[src/rtl/uart_tx_engine_if.sv]
// Write-side port bundle of the UART TX engine: byte push handshake and FIFO status.
interface uart_tx_engine_if #(
    parameter int DATA_WIDTH = 8,
    parameter int LVL_W      = 5
) ();
    logic [DATA_WIDTH-1:0] wr_data;
    logic                  wr_en;
    logic                  tx_empty;
    logic                  tx_full;
    logic [LVL_W-1:0]      tx_level;

    // Register block side: pushes bytes, observes FIFO status.
    modport master (
        output wr_data, wr_en,
        input  tx_empty, tx_full, tx_level
    );

    // Engine side: accepts bytes, reports FIFO status.
    modport slave (
        input  wr_data, wr_en,
        output tx_empty, tx_full, tx_level
    );
endinterface

[src/rtl/uart_tx_engine.sv]
// Buffered UART transmitter: FIFO, runtime frame format (5-8 data bits,
// none/even/odd parity, 1/2 stop bits), CTS gating, break, overflow and
// level-threshold interrupt. Bit timing comes from an external baud tick.
module uart_tx_engine #(
    parameter int FIFO_DEPTH = 16,
    parameter int DATA_WIDTH = 8,
    parameter int LVL_W      = $clog2(FIFO_DEPTH) + 1
) (
    input  logic             uart_clk,
    input  logic             rst_n,
    input  logic             baud_tick,
    input  logic             fifo_reset,
    input  logic             cfg_tx_en,
    input  logic [1:0]       cfg_data_bits,
    input  logic             cfg_parity_en,
    input  logic             cfg_parity_odd,
    input  logic             cfg_stop2,
    input  logic             cfg_cts_en,
    input  logic             cts_n,
    input  logic             cfg_break,
    input  logic [LVL_W-1:0] cfg_thresh,
    input  logic             overflow_clr,
    uart_tx_engine_if.slave  wr_if,
    output logic             tx_serial,
    output logic             tx_active,
    output logic             tx_done,
    output logic             tx_thresh_irq,
    output logic             tx_overflow
);
    localparam int AW = $clog2(FIFO_DEPTH);

    typedef enum logic [2:0] {
        IDLE, START, DATA, PARITY, STOP1, STOP2, BREAK
    } state_t;

    logic [DATA_WIDTH-1:0] mem [FIFO_DEPTH];
    logic [AW-1:0]         wr_ptr_q, wr_ptr_d, rd_ptr_q, rd_ptr_d;
    logic [LVL_W-1:0]      level_q, level_d;
    logic                  overflow_q, overflow_d;
    logic                  wr_en_prev_q, wr_en_prev_d;

    state_t                state_q;
    logic [DATA_WIDTH-1:0] shift_q;
    logic [2:0]            bit_cnt_q;
    logic [2:0]            last_q;
    logic                  par_en_q, par_bit_q, stop2_q;
    logic                  serial_q, done_q;

    logic                  full, empty, push_edge, push_ok, sc, final_tick, pop;
    logic [DATA_WIDTH-1:0] head;
    logic [2:0]            load_last;
    logic                  load_par;

    // Parity over data bits 0..last only; higher bits of the byte are not sent.
    function automatic logic calc_parity(input logic [DATA_WIDTH-1:0] d,
                                         input logic [2:0] last,
                                         input logic odd);
        logic p;
        p = odd;
        for (int i = 0; i < DATA_WIDTH; i++) begin
            if (i <= int'(last)) p = p ^ d[i];
        end
        return p;
    endfunction

    assign full       = (level_q == LVL_W'(FIFO_DEPTH));
    assign empty      = (level_q == '0);
    assign head       = mem[rd_ptr_q];
    assign push_edge  = wr_if.wr_en & ~wr_en_prev_q;
    assign sc         = ~empty & cfg_tx_en & ~cfg_break & (~cfg_cts_en | ~cts_n);
    assign final_tick = ((state_q == STOP1) & ~stop2_q) | (state_q == STOP2);
    // A frame starts (and the head byte leaves the FIFO) from IDLE or straight
    // out of the last stop bit, so consecutive frames have no idle gap.
    assign pop        = baud_tick & sc & ((state_q == IDLE) | final_tick);
    assign push_ok    = push_edge & (~full | pop);
    assign load_last  = {1'b0, cfg_data_bits} + 3'd4;
    assign load_par   = calc_parity(head, load_last, cfg_parity_odd);

    // FIFO pointers, level, overflow flag and push-edge detector next state.
    always_comb begin
        wr_en_prev_d = wr_if.wr_en;
        overflow_d   = (overflow_q & ~overflow_clr) | (push_edge & ~push_ok);
        wr_ptr_d     = wr_ptr_q;
        rd_ptr_d     = rd_ptr_q;
        level_d      = level_q;
        if (fifo_reset) begin
            wr_ptr_d = '0;
            rd_ptr_d = '0;
            level_d  = '0;
        end else begin
            if (push_ok) wr_ptr_d = wr_ptr_q + AW'(1);
            if (pop)     rd_ptr_d = rd_ptr_q + AW'(1);
            level_d = level_q + LVL_W'(push_ok) - LVL_W'(pop);
        end
    end

    // FIFO control registers.
    always_ff @(posedge uart_clk or negedge rst_n) begin
        if (!rst_n) begin
            wr_ptr_q     <= '0;
            rd_ptr_q     <= '0;
            level_q      <= '0;
            overflow_q   <= 1'b0;
            wr_en_prev_q <= 1'b0;
        end else begin
            wr_ptr_q     <= wr_ptr_d;
            rd_ptr_q     <= rd_ptr_d;
            level_q      <= level_d;
            overflow_q   <= overflow_d;
            wr_en_prev_q <= wr_en_prev_d;
        end
    end

    // FIFO storage; data only, no reset needed.
    always_ff @(posedge uart_clk) begin
        if (push_ok && !fifo_reset) mem[wr_ptr_q] <= wr_if.wr_data;
    end

    // Frame FSM with registered line and done pulse; advances only on baud ticks.
    always_ff @(posedge uart_clk or negedge rst_n) begin
        if (!rst_n) begin
            state_q   <= IDLE;
            shift_q   <= '0;
            bit_cnt_q <= '0;
            last_q    <= 3'd7;
            par_en_q  <= 1'b0;
            par_bit_q <= 1'b0;
            stop2_q   <= 1'b0;
            serial_q  <= 1'b1;
            done_q    <= 1'b0;
        end else begin
            done_q <= 1'b0;
            if (baud_tick) begin
                case (state_q)
                    IDLE: begin
                        if (cfg_break) begin
                            state_q  <= BREAK;
                            serial_q <= 1'b0;
                        end else if (pop) begin
                            state_q   <= START;
                            serial_q  <= 1'b0;
                            shift_q   <= head;
                            last_q    <= load_last;
                            par_en_q  <= cfg_parity_en;
                            par_bit_q <= load_par;
                            stop2_q   <= cfg_stop2;
                        end
                    end
                    START: begin
                        serial_q  <= shift_q[0];
                        bit_cnt_q <= '0;
                        state_q   <= DATA;
                    end
                    DATA: begin
                        if (bit_cnt_q != last_q) begin
                            shift_q   <= shift_q >> 1;
                            serial_q  <= shift_q[1];
                            bit_cnt_q <= bit_cnt_q + 3'd1;
                        end else if (par_en_q) begin
                            serial_q <= par_bit_q;
                            state_q  <= PARITY;
                        end else begin
                            serial_q <= 1'b1;
                            state_q  <= STOP1;
                        end
                    end
                    PARITY: begin
                        serial_q <= 1'b1;
                        state_q  <= STOP1;
                    end
                    STOP1, STOP2: begin
                        if (state_q == STOP1 && stop2_q) begin
                            state_q <= STOP2;
                        end else begin
                            done_q <= 1'b1;
                            if (pop) begin
                                state_q   <= START;
                                serial_q  <= 1'b0;
                                shift_q   <= head;
                                last_q    <= load_last;
                                par_en_q  <= cfg_parity_en;
                                par_bit_q <= load_par;
                                stop2_q   <= cfg_stop2;
                            end else begin
                                state_q <= IDLE;
                            end
                        end
                    end
                    BREAK: begin
                        if (!cfg_break) begin
                            serial_q <= 1'b1;
                            state_q  <= IDLE;
                        end
                    end
                    default: begin
                        serial_q <= 1'b1;
                        state_q  <= IDLE;
                    end
                endcase
            end
        end
    end

    assign tx_serial      = serial_q;
    assign tx_active      = (state_q != IDLE);
    assign tx_done        = done_q;
    assign tx_overflow    = overflow_q;
    assign tx_thresh_irq  = (level_q <= cfg_thresh);
    assign wr_if.tx_empty = empty;
    assign wr_if.tx_full  = full;
    assign wr_if.tx_level = level_q;
endmodule

[src/flat_wrapper.sv]
// flat-port wrapper written by rule: the top's interface ports become plain ports
module uart_tx_engine_flat 
#(
    parameter int FIFO_DEPTH = 16,
    parameter int DATA_WIDTH = 8,
    parameter int LVL_W      = $clog2(FIFO_DEPTH) + 1
)
  (uart_clk, rst_n, baud_tick, fifo_reset, cfg_tx_en, cfg_data_bits, cfg_parity_en, cfg_parity_odd, cfg_stop2, cfg_cts_en, cts_n, cfg_break, cfg_thresh, overflow_clr, tx_serial, tx_active, tx_done, tx_thresh_irq, tx_overflow, wr_if_wr_data, wr_if_wr_en, wr_if_tx_empty, wr_if_tx_full, wr_if_tx_level);
  uart_tx_engine_if #(.DATA_WIDTH(DATA_WIDTH), .LVL_W(LVL_W)) wr_if_i ();
  input  logic uart_clk;
  input  logic rst_n;
  input  logic baud_tick;
  input  logic fifo_reset;
  input  logic cfg_tx_en;
  input  logic [1:0] cfg_data_bits;
  input  logic cfg_parity_en;
  input  logic cfg_parity_odd;
  input  logic cfg_stop2;
  input  logic cfg_cts_en;
  input  logic cts_n;
  input  logic cfg_break;
  input  logic [LVL_W-1:0] cfg_thresh;
  input  logic overflow_clr;
  output logic tx_serial;
  output logic tx_active;
  output logic tx_done;
  output logic tx_thresh_irq;
  output logic tx_overflow;
  input wire logic [$bits(wr_if_i.wr_data)-1:0] wr_if_wr_data;
  input wire logic [$bits(wr_if_i.wr_en)-1:0] wr_if_wr_en;
  output wire logic [$bits(wr_if_i.tx_empty)-1:0] wr_if_tx_empty;
  output wire logic [$bits(wr_if_i.tx_full)-1:0] wr_if_tx_full;
  output wire logic [$bits(wr_if_i.tx_level)-1:0] wr_if_tx_level;
  assign wr_if_i.wr_data = wr_if_wr_data;
  assign wr_if_i.wr_en = wr_if_wr_en;
  assign wr_if_tx_empty = wr_if_i.tx_empty;
  assign wr_if_tx_full = wr_if_i.tx_full;
  assign wr_if_tx_level = wr_if_i.tx_level;
  uart_tx_engine #(.FIFO_DEPTH(FIFO_DEPTH), .DATA_WIDTH(DATA_WIDTH), .LVL_W(LVL_W)) u_core (.uart_clk(uart_clk), .rst_n(rst_n), .baud_tick(baud_tick), .fifo_reset(fifo_reset), .cfg_tx_en(cfg_tx_en), .cfg_data_bits(cfg_data_bits), .cfg_parity_en(cfg_parity_en), .cfg_parity_odd(cfg_parity_odd), .cfg_stop2(cfg_stop2), .cfg_cts_en(cfg_cts_en), .cts_n(cts_n), .cfg_break(cfg_break), .cfg_thresh(cfg_thresh), .overflow_clr(overflow_clr), .wr_if(wr_if_i), .tx_serial(tx_serial), .tx_active(tx_active), .tx_done(tx_done), .tx_thresh_irq(tx_thresh_irq), .tx_overflow(tx_overflow));
endmodule
[config.mk]
export PLATFORM = sky130hd
export DESIGN_NAME = uart_tx_engine_flat
export DESIGN_NICKNAME = d
export VERILOG_FILES = /design/src/rtl/uart_tx_engine_if.sv /design/src/rtl/uart_tx_engine.sv /design/src/flat_wrapper.sv
export SDC_FILE = /design/constraint.sdc
export NUM_CORES = 1
export LEC_CHECK = 0
export ABC_AREA = 1
export BUFFER_PORTS_ARGS = -buffer_cell sky130_fd_sc_hd__buf_2
export CAP_MARGIN = 20
export CORE_AREA = 3 3 137 152
export DETAILED_ROUTE_END_ITERATION = 8
export DIE_AREA = 0 0 140 155
export HOLD_SLACK_MARGIN = 0.15
export PLACE_DENSITY = 0.63
export SLEW_MARGIN = 30
export SYNTH_ARGS = -nofsm -noshare
export SYNTH_HDL_FRONTEND = slang
export SYNTH_SLANG_ARGS = --single-unit
[constraint.sdc]
create_clock -name uart_clk -period 3.7 [get_ports uart_clk]
set_clock_uncertainty 0.1 [all_clocks]
set_input_delay 0.74 -clock uart_clk [delete_from_list [all_inputs] [get_ports uart_clk]]
set_output_delay 0.74 -clock uart_clk [all_outputs]
set_load 0.01 [all_outputs]
After elaboration in Yosys (flattened, before gate mapping):

Memories as Yosys holds them, arrays and structs flattened.
Index checks and enable logic that the tools add are counted.

* $add $sub $neg: 6
* magnitude comparators: 8
* equality and inequality tests: 14
* mux-type cells: 55
* bitwise gates (word level): 32
* reductions and logical operators: 17

Operators with widths (number)
* $mux W8: 4
* $mux W3: 10
* $mux W1: 28
* $pmux W8 S3: 1
* $pmux W3 S6: 1
* $mux W4: 4
* $le A3 B3 Y1 const A: 4
* $pmux W3 S2: 2
* $and A1 B1 Y1: 10
* $eq A3 B3 Y1 const B: 3
* $not A1 Y1: 9
* $add A4 B1 Y4 const B: 2
* $ne A2 B2 Y1 const B: 4
* $reduce_and A4 Y1: 2
* $reduce_bool A2 Y1: 4
* $xor A1 B1 Y1: 8
* $eq A3 B2 Y1 const B: 2
* $le A2 B3 Y1 const A: 2
* $pmux W1 S2: 3
* $reduce_and A3 Y1: 2
* $reduce_bool A3 Y1: 2
* $add A5 B1 Y5: 1
* $eq A5 B5 Y1 const B: 1
* $le A5 B5 Y1: 1
* 17 further kinds: 22

* register bits: 37
* RAM bits: 128
* memories: 1

Memories
* u_core.mem: depth 16, bits a word 8, rd ports 1, clocked after Yosys merged registers in 0, write ports 1, line uart_tx_engine.sv:36 `logic [DATA_WIDTH-1:0] mem [FIFO_DEPTH];`

Depth between registers and ports, before layout:

An unclocked memory read counts as a cell.

* depth after elaboration: 19
* mapped depth: 20
* depth with buffers taken out: 18

Worst setup path before layout:

No wires, ideal clock.

* kind: input -> register
* start: input cfg_break
* end: register u_core.level_q[4], in the netlist u_core.wr_if.tx_level[4]
* library setup time: 133 ps
* arrival time: 2837 ps
* data required time: 3467 ps
* path slack: 630 ps
* cell stages on the path: 15
* path through: inv_1 nand3_1 a21oi_1 nand2_1 nor2_4 buf_1 ha_1 inv_1 ha_1 inv_1 fa_1 nor3_1 a211oi_1 xor2_1 nor2_1

* longest elaborated chain between the ends: 10

Ends and longest elaborated chain
* from (decl): line flat_wrapper.sv:21 `input logic cfg_break;`
* $not A1 Y1 *: line uart_tx_engine.sv:70 `assign sc = ~empty & cfg_tx_en & ~cfg_break & (~cfg_cts_en | ~cts_n);`
* $and A1 B1 Y1 * (2 in series): line uart_tx_engine.sv:70
* $and A1 B1 Y1 * (2 in series): line uart_tx_engine.sv:74 `assign pop = baud_tick & sc & ((state_q == IDLE) | final_tick);`
* $or A1 B1 Y1: line uart_tx_engine.sv:75 `assign push_ok = push_edge & (~full | pop);`
* $and A1 B1 Y1: line uart_tx_engine.sv:75
* $add A5 B1 Y5: line uart_tx_engine.sv:93 `level_d = level_q + LVL_W'(push_ok) - LVL_W'(pop);`
* $sub A5 B1 Y5 *: line uart_tx_engine.sv:93
* $mux W5 *: line uart_tx_engine.sv:86 `if (fifo_reset) begin`
* named net u_core.level_d[4]: line uart_tx_engine.sv:38 `logic [LVL_W-1:0] level_q, level_d;`
* to (signal assigned): line uart_tx_engine.sv:108 `level_q <= level_d;`
* to (decl): line uart_tx_engine.sv:38

Mark *: on every way through the listed nets, which the timed path passes. The rest lies on a longest branch.
A chain may end at the register's enable or synchronous reset.

Worst setup path after layout:

* start: register u_core.state_q[0]
* end: memory u_core.mem[5][3] (enable)

* longest elaborated chain between the ends: 10
* elaborated cells on any way between the ends: 12
* those cells by class: eq/ne (2); mux (2); bitwise (6); reduce/logical (2)

Ends and longest elaborated chain
* from (decl): line uart_tx_engine.sv:42 `state_t state_q;`
* from (signal assigned): line uart_tx_engine.sv:122 `state_q <= IDLE;`
* from (signal assigned): line uart_tx_engine.sv:137 `state_q <= BREAK;`
* from (signal assigned): line uart_tx_engine.sv:140 `state_q <= START;`
* $eq A3 B3 Y1: line uart_tx_engine.sv:71 `assign final_tick = ((state_q == STOP1) & ~stop2_q) | (state_q == STOP2);`
* $and A1 B1 Y1: line uart_tx_engine.sv:71
* $or A1 B1 Y1: line uart_tx_engine.sv:71
* $or A1 B1 Y1 *: line uart_tx_engine.sv:74
* $and A1 B1 Y1 *: line uart_tx_engine.sv:74
* $or A1 B1 Y1 *: line uart_tx_engine.sv:75
* $and A1 B1 Y1 *: line uart_tx_engine.sv:75
* $logic_and A1 B1 Y1 *: line uart_tx_engine.sv:116 `if (push_ok && !fifo_reset) mem[wr_ptr_q] <= wr_if.wr_data;`
* $mux W1 *: line uart_tx_engine.sv:116
* $mux W1 (implied by the code) *: line uart_tx_engine.sv:116
* to (decl): line uart_tx_engine.sv:36

Every way passes the cells marked *; elsewhere a longest branch is shown, timed or not.

==> summary.md <==
The run finished with clean final reports. After synthesis, the cell types taking the most area are edfxtp_1 50%, dfrtp_1 11%, nand2_1 8.7%. The floorplan step defined a core boundary enclosing 19200 µm². The fraction of synthesized cell area taken by the top area cell type was 50.1%; the number of max-capacitance violations reported was 0. The worst setup path is of the reg -> reg kind. The detailed-route DRC error count is 0. The average vias per placed instance came out at 4.98. Of all nets on the critical path, the largest fanout is 8.

The cell type with the highest aggregate area in the netlist is edfxtp_1. The total routed wirelength is 17600 µm, and the proportion of synthesized flip-flops having asynchronous set or reset is 22.0%. In this run the number of H-tree levels came out at 4.

Among all cell types in the netlist, the one instantiated most often is nand2_1. For this run, the number of Yosys warnings is 0. The share of layout cells above drive strength 1 came out at 12.9%. Setup slack on the critical path of the routed design comes to 0.835 ns. Relative to the synthesized area, the layout overhead comes to 13.4%. The tightest hold path in the finished design has a slack of 0.309 ns.

The mean routed wirelength per cell was 16.3 µm; the number of optimization iterations in the first detailed-route pass was 5. Setup violations remaining at the end of the flow were counted as 0. Post-CTS repair changed the size of 0 cells.

For the number of global-route vias before repair, the log shows 5207. For the maximum clock path buffer count, the log shows 2. The TritonCTS buffer count is 17, and the count of hold buffers inserted by post-cts repair is 0. TritonCTS built the clock tree. The worst pin sits at a relative slew slack of 45.4%. The tools report the accumulated negative setup slack as 0 ns. The run gives 0 as the initial antenna violation count. After synthesis, flip-flops and latches occupy 61.8% of the total area. Max-slew violation total from the final report: 0.

Prior to clock tree synthesis, the placed netlist has a worst setup slack of 0.425 ns. STA classifies the critical path endpoint as a flop. After floorplanning, the core was divided into 53 placement rows.

The detailed router finished its first iteration with 360 violations. The root buffer cell chosen for the clock tree is clkbuf_16. The commonest cells after synthesis are 178 x nand2_1, 128 x edfxtp_1, 109 x inv_1.

Tracing the worst setup path back leads to its startpoint at u_core.state_q[0]. The initial utilization of the core area, before any placement, comes to 39.9%. Number of port buffers: 39. The worst-case IR drop observed on VDD is 0.317 mV. The shortest clock period the worst path allows after layout works out to 2.86 ns.

Once the clock tree was built, the setup fixing pass inserted 0 buffers. Summed over all cells, the static leakage comes to 3.69 nW. The clock edge transition at the registers on the reported setup and hold paths was 0.07 ns. The logs give 28100 µm for the first-pass GRT wire length and 863 for the number of nets in the layout. Synthesis produced a netlist whose cell count is 771. Synthesis instantiated 45 different standard cells from the library. The number of clock sinks is 164. Derived from the worst setup path, the maximum achievable clock frequency is 0.349 GHz. The number of nets in the synthesized netlist is 817. Global routing used 16.8% of the available tracks across all layers. The vertical die dimension is 155 µm. In this run the horizontal extent of the chip is 140 µm. The repair_antennas step left the layout with diodes totalling 0. Largest net degree at the start of global routing: 65. Count of state elements after synthesis: 164.

The floorplan step defined a die boundary enclosing 21700 µm². The worst setup path is launched from a flop. For this design the top-level I/O count stands at 40. Final core utilization: 45.3%. The startpoint identified for the worst register-to-register timing path is u_core.state_q[0]. The average cell area after synthesis is 9.96 µm². Detailed placement finished with a half-perimeter wire length of 11700 µm. The number of synthesized flops with an enable pin is 128, and the via count of the routed design is 5360.

The synthesized netlist occupies a cell area of 7680 µm². Setup repair after global routing left no endpoint under its margin. In this run the remaining antenna-violating nets after routing total 0.

For this run, the leading register cell type out of synthesis is edfxtp_1. The congestion estimate from routability-driven global placement came to 0.793. The tools report the final number of hold-violating endpoints as 0.

The share of the cycle needed by the critical path after routing was 77.4%; the power per cell area was 558 nW/µm². The later-pin clock latency in the skew report came out at 0.42 ns. Summed over all layers, the global routing overflow is 0. The path class of the tightest hold or removal check is in -> async. The worst-margin pin slew is 0.820 ns. STA puts the critical path data arrival time at 2.82 ns.

Data on the critical path is required at its endpoint by 3.65 ns.
[kinds of logic (layout without fill, tap and decap cells)]
group                    after synthesis  in the layout  synth area share, %
flip-flops                           164            164                 61.8
multiplexers                           1              1                0.130
AND/OR/NAND/NOR                      345            345                 19.1
buffers and inverters                144            203                 8.30
AO/OA/AOI/OAI                         95             95                 7.12
adder cells (fa/ha/maj)               18             18                 3.03
XOR/XNOR                               4              4                0.456
[per-layer routing]
layer | GRT usage (%) | wire length, µm | up-vias
met4 | 5.63 | 334 | 0
met2 | 28.4 | 8790 | 112
li1 | - | - | 2647
met3 | 3.20 | 787 | 17
met1 | 21.8 | 7660 | 2584
met5 | 0 | 0 | -
[where the power goes]
group / switching [W] / internal (W)
sequential: 0.0000954 / 0.00213
combinational: 0.000522 / 0.000303
clock: 0.000734 / 0.00107
[cell usage in the layout (no fill, tap or decap), drive strengths merged, types with 2 or more instances in the layout]
master  netlist  final
o211ai       10     10
nor2         65     65
edfxtp      128    128
o22ai         2      2
dfrtp        33     33
clkinv        1      7
buf          25     55
bufinv        0      3
nor3         11     11
inv         115    120
nand2       179    179
o221ai        2      2
o21ai        52     52
nand3        85     85
nand4         3      3
ha           17     17
dfstp         3      3
a21oi        23     23
xnor2         3      3
clkbuf        3     17
[registers in the layout, summed over array words and instances, names as in the netlist]
signal,count
u_core.stop2_q,1
u_core.par_en_q,1
u_core.shift_q,8
u_core.wr_ptr_q,4
u_core.rd_ptr_q,4
u_core.wr_en_prev_q,1
u_core.state_q,3
u_core.last_q,2
u_core.tx_serial,1
u_core.bit_cnt_q,3
u_core.tx_overflow,1
u_core.mem,128
u_core.tx_done,1
u_core.par_bit_q,1
u_core.wr_if.tx_level,5
[worst max-delay path: stages, from the launching register on]
cell and delay (ns):
dfrtp_1 0.45, inv_1 0.13, nand3_1 0.15, nand2_1 0.10, nand2_1 0.11, a21oi_1 0.36
inv_1 0.16, nor2_2 0.20, nand2_1 0.18, nor2_1 0.54
[per-stage QoR]
step / instances / total power (W) / area (µm²)
6_report: 1077 / 0.00486 / 8710
5_1_grt: 1077 / 0.00513 / 8710
4_1_cts: 1077 / 0.00489 / 8710
3_5_place_dp: 1045 / 0.00310 / 8100
3_3_place_gp: 1045 / 0.00309 / 8100
2_1_floorplan: 771 / 0.00285 / 7680
[path summary, 6_finish.rpt]
| path | end | slack, ns | cells after the start |
|---|---|---|---|
| max | u_core.mem[5][3] | 0.84 | 9 |
| min | u_core.bit_cnt_q[0] | 0.31 | 1 |
| max reg2reg | u_core.mem[5][3] | 0.84 | 9 |
| min reg2reg | u_core.bit_cnt_q[2] | 0.37 | 1 |
| max in group asynchronous | u_core.rd_ptr_q[0] | 2.62 | 1 |
| min in group uart_clk | u_core.wr_en_prev_q | 0.34 | 1 |
[final cells by class]
type	count	area, µm²
fillers	1833	10500
well taps	247	309
clock inverters	15	179
inverters	116	438
repair buffers	55	315
clock buffers	17	425
flip-flops and latches	164	4750
multi-input cells	463	2290
No activity file was read; power rests on OpenSTA's default activity.
